<file path="src/rtl/ad9361_multi_gate_if.sv">
// Sample stream bundle: per-channel strobe plus packed I/Q buses.
// Latency: none (wires only).
// Backpressure: none; the stream is push-only, a sample exists when its valid bit is set.
//
// Ports / members:
//   valid   [NUM_CHANS]             per-channel sample strobe
//   data_i  [NUM_CHANS*DATA_WIDTH]  I samples, channel n at [n*DATA_WIDTH +: DATA_WIDTH]
//   data_q  [NUM_CHANS*DATA_WIDTH]  Q samples, same packing
// master drives the stream, slave consumes it.
interface ad9361_multi_gate_if #(
  parameter int NUM_CHANS  = 4,
  parameter int DATA_WIDTH = 12
);
  logic [NUM_CHANS-1:0]            valid;
  logic [NUM_CHANS*DATA_WIDTH-1:0] data_i;
  logic [NUM_CHANS*DATA_WIDTH-1:0] data_q;

  modport master (output valid, data_i, data_q);
  modport slave  (input  valid, data_i, data_q);
endinterface

</file>
<file path="src/rtl/ad9361_multi_gate.sv">
// N-channel IQ squelch gate with hysteresis, pre-trigger history, hang time, gang and bypass.
// Latency: 1 clk from rx.valid to tx.valid; forwarded data lags input by PRE_SAMPS valid samples.
// Backpressure: none; samples are passed or dropped, never stalled.
//
// Ports:
//   clk, rst               clock, synchronous active-high reset
//   bypass                 1 = every valid input sample is forwarded (gate FSMs keep running)
//   thresh_on/thresh_off   open (avg > on) / close (avg < off) thresholds
//   rx (slave)             incoming per-channel I/Q stream
//   tx (master)            gated, delayed I/Q stream
//   sof_out                per channel, marks the first forwarded sample of a gate burst
//   gate_open              per channel, 1 while the channel FSM is not IDLE
module ad9361_multi_gate #(
  parameter int NUM_CHANS  = 4,
  parameter int DATA_WIDTH = 12,
  parameter int ABS_WIDTH  = 16,
  parameter int AVG_LENGTH = 16,
  parameter int PRE_SAMPS  = 8,
  parameter int POST_SAMPS = 8,
  parameter int GANG       = 0
) (
  input  logic                 clk,
  input  logic                 rst,
  input  logic                 bypass,
  input  logic [ABS_WIDTH-1:0] thresh_on,
  input  logic [ABS_WIDTH-1:0] thresh_off,
  ad9361_multi_gate_if.slave   rx,
  ad9361_multi_gate_if.master  tx,
  output logic [NUM_CHANS-1:0] sof_out,
  output logic [NUM_CHANS-1:0] gate_open
);

  localparam int AVG_LOG = $clog2(AVG_LENGTH);
  localparam int SUM_W   = ABS_WIDTH + AVG_LOG;
  localparam int CNT_W   = (POST_SAMPS > 0) ? $clog2(POST_SAMPS + 1) : 1;

  localparam logic [1:0] ST_IDLE = 2'd0;
  localparam logic [1:0] ST_OPEN = 2'd1;
  localparam logic [1:0] ST_HANG = 2'd2;

  // Per-channel "next state is not IDLE"; combined across channels when ganged.
  logic [NUM_CHANS-1:0] own_open;
  logic [NUM_CHANS-1:0] pass_en;

  assign pass_en = (GANG != 0) ? {NUM_CHANS{|own_open}} : own_open;

  for (genvar n = 0; n < NUM_CHANS; n++) begin : g_ch
    logic                  vld;
    logic [DATA_WIDTH-1:0] smp_i, smp_q;
    logic [DATA_WIDTH:0]   ext_i, ext_q, abs_i, abs_q;
    logic [ABS_WIDTH-1:0]  mag;

    assign vld   = rx.valid[n];
    assign smp_i = rx.data_i[n*DATA_WIDTH +: DATA_WIDTH];
    assign smp_q = rx.data_q[n*DATA_WIDTH +: DATA_WIDTH];

    // One extra bit so the most negative sample's magnitude is representable.
    assign ext_i = {smp_i[DATA_WIDTH-1], smp_i};
    assign ext_q = {smp_q[DATA_WIDTH-1], smp_q};
    assign abs_i = ext_i[DATA_WIDTH] ? (~ext_i + 1'b1) : ext_i;
    assign abs_q = ext_q[DATA_WIDTH] ? (~ext_q + 1'b1) : ext_q;
    assign mag   = ABS_WIDTH'(abs_i) + ABS_WIDTH'(abs_q);

    // ---------------- boxcar average ----------------
    logic [ABS_WIDTH-1:0] hist [AVG_LENGTH];
    logic [SUM_W-1:0]     sum, sum_nxt;
    logic [ABS_WIDTH-1:0] avg;

    assign sum_nxt = sum + SUM_W'(mag) - SUM_W'(hist[AVG_LENGTH-1]);

    // avg is registered, so the decision at a sample sees only the samples before it.
    always_ff @(posedge clk) begin
      if (rst) begin
        for (int i = 0; i < AVG_LENGTH; i++) hist[i] <= '0;
        sum <= '0;
        avg <= '0;
      end else if (vld) begin
        hist[0] <= mag;
        for (int i = 1; i < AVG_LENGTH; i++) hist[i] <= hist[i-1];
        sum <= sum_nxt;
        avg <= sum_nxt[SUM_W-1:AVG_LOG];
      end
    end

    // ---------------- gate FSM ----------------
    logic [1:0]       state, nstate;
    logic [CNT_W-1:0] cnt, ncnt;

    always_comb begin
      nstate = state;
      ncnt   = cnt;
      if (vld) begin
        case (state)
          ST_IDLE: if (avg > thresh_on) nstate = ST_OPEN;
          ST_OPEN: begin
            if (avg < thresh_off) begin
              nstate = ST_HANG;
              ncnt   = CNT_W'(POST_SAMPS);
            end
          end
          ST_HANG: begin
            if (avg > thresh_on) nstate = ST_OPEN;
            else if (cnt != '0)  ncnt   = cnt - 1'b1;
            else                 nstate = ST_IDLE;
          end
          default: nstate = ST_IDLE;
        endcase
      end
    end

    assign own_open[n] = (nstate != ST_IDLE);

    // ---------------- pre-trigger delay ----------------
    logic [DATA_WIDTH-1:0] tap_i, tap_q;

    if (PRE_SAMPS > 0) begin : g_dly
      logic [DATA_WIDTH-1:0] dl_i [PRE_SAMPS];
      logic [DATA_WIDTH-1:0] dl_q [PRE_SAMPS];

      always_ff @(posedge clk) begin
        if (rst) begin
          for (int i = 0; i < PRE_SAMPS; i++) begin
            dl_i[i] <= '0;
            dl_q[i] <= '0;
          end
        end else if (vld) begin
          dl_i[0] <= smp_i;
          dl_q[0] <= smp_q;
          for (int i = 1; i < PRE_SAMPS; i++) begin
            dl_i[i] <= dl_i[i-1];
            dl_q[i] <= dl_q[i-1];
          end
        end
      end

      assign tap_i = dl_i[PRE_SAMPS-1];
      assign tap_q = dl_q[PRE_SAMPS-1];
    end else begin : g_nodly
      assign tap_i = smp_i;
      assign tap_q = smp_q;
    end

    // ---------------- registered outputs ----------------
    logic                  vo_q, sof_q, go_q, last_passed;
    logic [DATA_WIDTH-1:0] do_i, do_q;

    // last_passed / sof follow the gate, not bypass: a bypassed stream is not a
    // burst, so it never produces start-of-burst markers.
    always_ff @(posedge clk) begin
      if (rst) begin
        state       <= ST_IDLE;
        cnt         <= '0;
        vo_q        <= 1'b0;
        sof_q       <= 1'b0;
        go_q        <= 1'b0;
        last_passed <= 1'b0;
        do_i        <= '0;
        do_q        <= '0;
      end else begin
        state <= nstate;
        cnt   <= ncnt;
        go_q  <= (nstate != ST_IDLE);
        vo_q  <= vld & (pass_en[n] | bypass);
        sof_q <= vld & pass_en[n] & ~last_passed;
        if (vld) begin
          last_passed <= pass_en[n];
          do_i        <= tap_i;
          do_q        <= tap_q;
        end
      end
    end

    assign tx.valid[n]                          = vo_q;
    assign tx.data_i[n*DATA_WIDTH +: DATA_WIDTH] = do_i;
    assign tx.data_q[n*DATA_WIDTH +: DATA_WIDTH] = do_q;
    assign sof_out[n]                           = sof_q;
    assign gate_open[n]                         = go_q;
  end

endmodule

</file>
<file path="src/flat_wrapper.sv">
// flat-port wrapper written by rule: the top's interface ports become plain ports
module ad9361_multi_gate_flat 
#(
  parameter int NUM_CHANS  = 4,
  parameter int DATA_WIDTH = 12,
  parameter int ABS_WIDTH  = 16,
  parameter int AVG_LENGTH = 16,
  parameter int PRE_SAMPS  = 8,
  parameter int POST_SAMPS = 8,
  parameter int GANG       = 0
)
  (clk, rst, bypass, thresh_on, thresh_off, sof_out, gate_open, rx_valid, rx_data_i, rx_data_q, tx_valid, tx_data_i, tx_data_q);
  ad9361_multi_gate_if #(.NUM_CHANS(NUM_CHANS), .DATA_WIDTH(DATA_WIDTH)) rx_i ();
  ad9361_multi_gate_if #(.NUM_CHANS(NUM_CHANS), .DATA_WIDTH(DATA_WIDTH)) tx_i ();
  input  logic clk;
  input  logic rst;
  input  logic bypass;
  input  logic [ABS_WIDTH-1:0] thresh_on;
  input  logic [ABS_WIDTH-1:0] thresh_off;
  output logic [NUM_CHANS-1:0] sof_out;
  output logic [NUM_CHANS-1:0] gate_open;
  input wire logic [$bits(rx_i.valid)-1:0] rx_valid;
  input wire logic [$bits(rx_i.data_i)-1:0] rx_data_i;
  input wire logic [$bits(rx_i.data_q)-1:0] rx_data_q;
  output wire logic [$bits(tx_i.valid)-1:0] tx_valid;
  output wire logic [$bits(tx_i.data_i)-1:0] tx_data_i;
  output wire logic [$bits(tx_i.data_q)-1:0] tx_data_q;
  assign rx_i.valid = rx_valid;
  assign rx_i.data_i = rx_data_i;
  assign rx_i.data_q = rx_data_q;
  assign tx_valid = tx_i.valid;
  assign tx_data_i = tx_i.data_i;
  assign tx_data_q = tx_i.data_q;
  ad9361_multi_gate #(.NUM_CHANS(NUM_CHANS), .DATA_WIDTH(DATA_WIDTH), .ABS_WIDTH(ABS_WIDTH), .AVG_LENGTH(AVG_LENGTH), .PRE_SAMPS(PRE_SAMPS), .POST_SAMPS(POST_SAMPS), .GANG(GANG)) u_core (.clk(clk), .rst(rst), .bypass(bypass), .thresh_on(thresh_on), .thresh_off(thresh_off), .rx(rx_i), .tx(tx_i), .sof_out(sof_out), .gate_open(gate_open));
endmodule
</file>
<file path="config.mk">
export PLATFORM = sky130hd
export DESIGN_NAME = ad9361_multi_gate_flat
export DESIGN_NICKNAME = d
export VERILOG_FILES = /design/src/rtl/ad9361_multi_gate_if.sv /design/src/rtl/ad9361_multi_gate.sv /design/src/flat_wrapper.sv
export SDC_FILE = /design/constraint.sdc
export NUM_CORES = 2
export LEC_CHECK = 0
export CAP_MARGIN = 20
export CORE_ASPECT_RATIO = 0.6
export CORE_UTILIZATION = 62
export DETAILED_ROUTE_END_ITERATION = 12
export GPL_TIMING_DRIVEN = 0
export PLACE_DENSITY = 0.82
export SLEW_MARGIN = 20
export SYNTH_ARGS = -nofsm -noshare
export SYNTH_HDL_FRONTEND = slang
export SYNTH_SLANG_ARGS = --single-unit
export TNS_END_PERCENT = 10
</file>
<file path="constraint.sdc">
create_clock -name clk -period 19 [get_ports clk]
set_input_delay 4.75 -clock clk [delete_from_list [all_inputs] [get_ports clk]]
set_output_delay 4.75 -clock clk [all_outputs]
set_load 0.05 [all_outputs]
</file>
==> results.md <==
* Status: finished, final reports clean
* Ports at 243
* Synth Register Bits at 1,880
* Drt total wl at 175,300 µm
* Die ar. at 131,300 µm²
* Detailed Place HPWL at 123,000 µm
* Main synth FF type: edfxtp_1
* Met1 GRT Util at 40.04%
* Slew @ Worst Pin at 1.315 ns
* Largest net degree at the start of global routing at 122
* Worst R2R Start: u_core.g_ch[1].avg[7]$_SDFFE_PP0P_
* DR WL/cell at 21.54 µm
* Die height at 281.1 µm
* Htree depth at 4
* Critical path's largest stage delay at 0.56 ns
* Fin util at 71.09%
* Setup crit end kind: flop
* Initial Util at 63.05%
* Synthesized area at 80,470 µm²
* Startpoint types: primary input
* Drt first pass iters at 6
* Crit path cell chain: clkdlybuf4s50_1 > clkbuf_1 > o21ai_0 > fa_1 > a21o_1 > a21oi_1 > o21bai_1 > a21oi_1 > o21bai_1 > a41o_1 > o41ai_1 > xor2_1 > fa_1 > inv_1 > ha_1 > nand3_1 > a2111oi_1 > o211ai_1 > a41oi_2 > a21o_1 > mux2i_1 > o21ai_1 > xor2_1 > nor2_1
* Root Buffer: clkbuf_16
* Critical Path Source: rx_data_q[23]
* Postcts setup bufs at 0
* Internal Power at 0.007670 W
* NetSw at 0.003104 W
* Net Sw Frac at 28.81%
* Via count at 46,770
* Pins Over Slew Limit at 0
* Filler cells at 8,088
* Gr busiest metal: met1
* Async set or reset register ratio after synthesis at 0%
* Final #Nets at 6,763
* Fmax at 0.09215 GHz
* R2R Setup Slk at 15.22 ns
* Endpoint arrival time on the critical path at 11.48 ns
* Reg-to-reg endpoint: u_core.g_ch[1].avg[15]$_SDFFE_PP0P_
* Met2 usage at 39.70%
* Vias in the first global route at 44,850
* Hold buffers post-CTS at 0
* Worst Skew at 0.02977 ns
* Post-Place Worst Slack at 7.558 ns
* Final min period at 10.85 ns
* Max rail drop VDD at 0.09993 mV
* Cells on worst reg2reg path at 13
* Synth Instances at 5,874
* Antenna violations before repair at 16
* # resized after CTS at 0
* Max-cap violation count at 0
* CTS tree: yes
* Num rows at 101
* CP required at 19.63 ns
* CTS Buffer Depth at 3
* LEAKAGE at 37.76 nW
* Fin crit share at 57.12%
* Total GRT Usage at 26.82%
* Synth warn at 0
* Die W at 467.1 µm
* Post-DR vias/cell at 5.749
* Cts bufs inserted at 161
* Hold Startpoint: u_core.g_ch[2].last_passed$_SDFFE_PP0P_
* Cell variety after synth at 83
* RSZ-0062 raised after global routing: false
* Combinational share of power at 22.8%
* Hold Path Cell Cnt at 1
* Post-synth EDFFs at 1,664
* Met3 Use GR at 5.062%
* Placed cells at 7,836
* Iteration-0 DRC Markers at 4,996
* Final GP Congestion at 0.9270
* Clock Latency Late Sink at 0.80 ns
* Share of power burned in registers at 46.6%
* CP Class: primary input to flop
* Final Non-Filler Cells at 8,135
* Layout area overhead at 12.76%
* Worst-path fanout max at 10
* Slew headroom at 12.30%
* GRT overflow at 0
* Layout cells sized above 1 at 4.757%
* Final Hold Vio Count at 0
* Share of the yosys chip area belonging to registers at 67.47%
* Mapped Avg Cell Area at 13.70 µm²
* Crit path max-delay cell type: a2111oi_1
* Clock power frac at 30.6%
* PwrDens at 118.7 nW/µm²
* Sink Count at 1,880
* Worst Hold Class: flop to flop
* Final Worst Setup Slack at 8.148 ns
* Setup crit end: u_core.g_ch[1].avg[15]$_SDFFE_PP0P_
* Count of endpoints failing setup in the final report at 0
* Global-route wire length before repair at 263,500 µm
* Final ANT Viol Nets at 0
* Clk slew on worst S/H paths at 0.06 ns
* PnR Total Power at 0.01077 W
* Port bufs at 239
* CORE AREA at 127,600 µm²
* DRC at 0
[cells in the mapped netlist (6+ instances only)]
cell	count	share of area, %
nor4_1	7	0.054
nand2b_1	31	0.24
or2_2	7	0.054
a21oi_1	127	0.79
nand4_1	20	0.16
o21ai_0	85	0.53
buf_4	12	0.11
o21a_1	27	0.25
mux2i_1	130	1.6
a21o_1	72	0.67
nand3_1	28	0.17
ha_1	268	4.2
o21ai_1	6	0.037
nor2b_1	551	4.3
a31oi_1	15	0.12
buf_1	12	0.056
a211oi_1	29	0.27
edfxtp_1	1664	62
and3_1	539	4.2
clkbuf_1	286	1.3
nand2_1	122	0.57
o31ai_1	24	0.22
nor3_1	38	0.24
o41ai_1	10	0.11
and2_1	541	4.2
dfxtp_1	216	5.4
a41o_1	7	0.087
or3_1	29	0.23
nor2_1	306	1.4
inv_1	279	1.3
o22ai_1	18	0.14
fa_1	60	1.5
o21bai_1	24	0.22
xor2_1	44	0.48
nor4b_1	8	0.087
xnor2_1	131	1.4
or4_1	7	0.065
[power groups by stage]
stage / Sequential, W / Clock (W) / Combinational [W]
3_5_place_dp: 0.00510 / 0 / 0.00239
5_1_grt: 0.00504 / 0.00349 / 0.00271
4_1_cts: 0.00501 / 0.00333 / 0.00242
2_1_floorplan: 0.00511 / 0 / 0.00177
6_report: 0.00502 / 0.00330 / 0.00246
3_3_place_gp: 0.00517 / 0 / 0.00229
[through the flow]
step           setup TNS [ns]  cell area (µm²)  hold WS, ns
2_1_floorplan               0            80500       0.3924
3_3_place_gp          -907.60            85010       0.4029
3_5_place_dp                0            85500       0.4145
4_1_cts                     0            90730       0.4255
5_1_grt                     0            90730       0.4476
6_report                    0            90740       0.4336
[sequential cells by signal (all words and copies together), names as in the netlist, 8 cells and up]
signal                  cells
u_core.g_ch.hist          896
u_core.g_ch.g_dly.dl_i    384
u_core.g_ch.g_dly.dl_q    384
u_core.g_ch.avg            64
u_core.g_ch.do_i           48
u_core.g_ch.do_q           48
u_core.g_ch.cnt            16
u_core.g_ch.sum            16
u_core.g_ch.state           8
[placed cells by master, fill, tap and decap left out, types with 21 or more instances in the layout]
master and count:
nand3_1 28, xnor2_1 131, dfxtp_1 216, ha_1 268, nor2_1 306, nand2_1 122
clkinv_2 21, inv_1 276, o21ai_0 85, and3_1 539, a211oi_1 29, edfxtp_1 1664
fa_1 60, and2_1 541, o21a_1 27, mux2i_1 130, nor3_1 38, a21oi_1 127
or3_1 29, nand2b_1 31, clkbuf_16 164, o21bai_1 24, xor2_1 44, clkdlybuf4s50_1 239
nor2b_1 551, clkbuf_1 322, a21o_1 72, clkinv_1 22, o31ai_1 24
[metal layers]
layer	wire length (µm)	part of all wire, %
met5	0	0
met4	5537	3.2
met3	14330	8.2
met2	76450	44
met1	78940	45
[final cells by class]
class / count / area (µm²) / area share (%)
Tap cell: 1699 / 2126 / 2.343
Buffer: 311 / 1230 / 1.355
Inverter: 282 / 1086 / 1.197
Timing Repair Buffer: 256 / 2844 / 3.134
Sequential cell: 1880 / 54290 / 59.83
Clock buffer: 218 / 4427 / 4.879
Antenna cell: 3 / 7.507 / 0.008274
Multi-Input combinational cell: 3408 / 23930 / 26.37
Clock inverter: 78 / 799.5 / 0.8811
[logic make-up (layout without fill, tap and decap cells)]
logic type                 count (synthesis)  after routing  synth area share, %
xor gates and xnor gates                 175            175                1.905
AOI/OAI and AO/OA                        513            513                4.327
DFF                                     1880           1880                67.47
buffers and inverters                    593           1145                2.831
adders and majority gates                328            328                5.660
muxes                                    131            131                1.631
other                                      1             11             0.004660
and+or+nand+nor                         2253           2253                16.17
[worst max-delay path, delay by kind of cell]
family | cells | cell delay (ns)
AOI/OAI and AO/OA | 13 | 3.25
adders and majority gates | 3 | 1.27
buffers and inverters | 3 | 1.11
xor gates and xnor gates | 2 | 0.62
and+or+nand+nor | 2 | 0.22
muxes | 1 | 0.22
[how the worst min path moves through the flow]
stage,end,slack (ns)
2_1_floorplan,u_core.g_ch[2].sof_q$_SDFF_PP0_,0.39
3_3_place_gp,u_core.g_ch[2].sof_q$_SDFF_PP0_,0.40
3_5_place_dp,u_core.g_ch[1].sof_q$_SDFF_PP0_,0.41
4_1_cts,u_core.g_ch[2].sof_q$_SDFF_PP0_,0.43
5_1_grt,u_core.g_ch[2].sof_q$_SDFF_PP0_,0.45
6_report,u_core.g_ch[2].sof_q$_SDFF_PP0_,0.43
(Power assumes the default switching activity.)
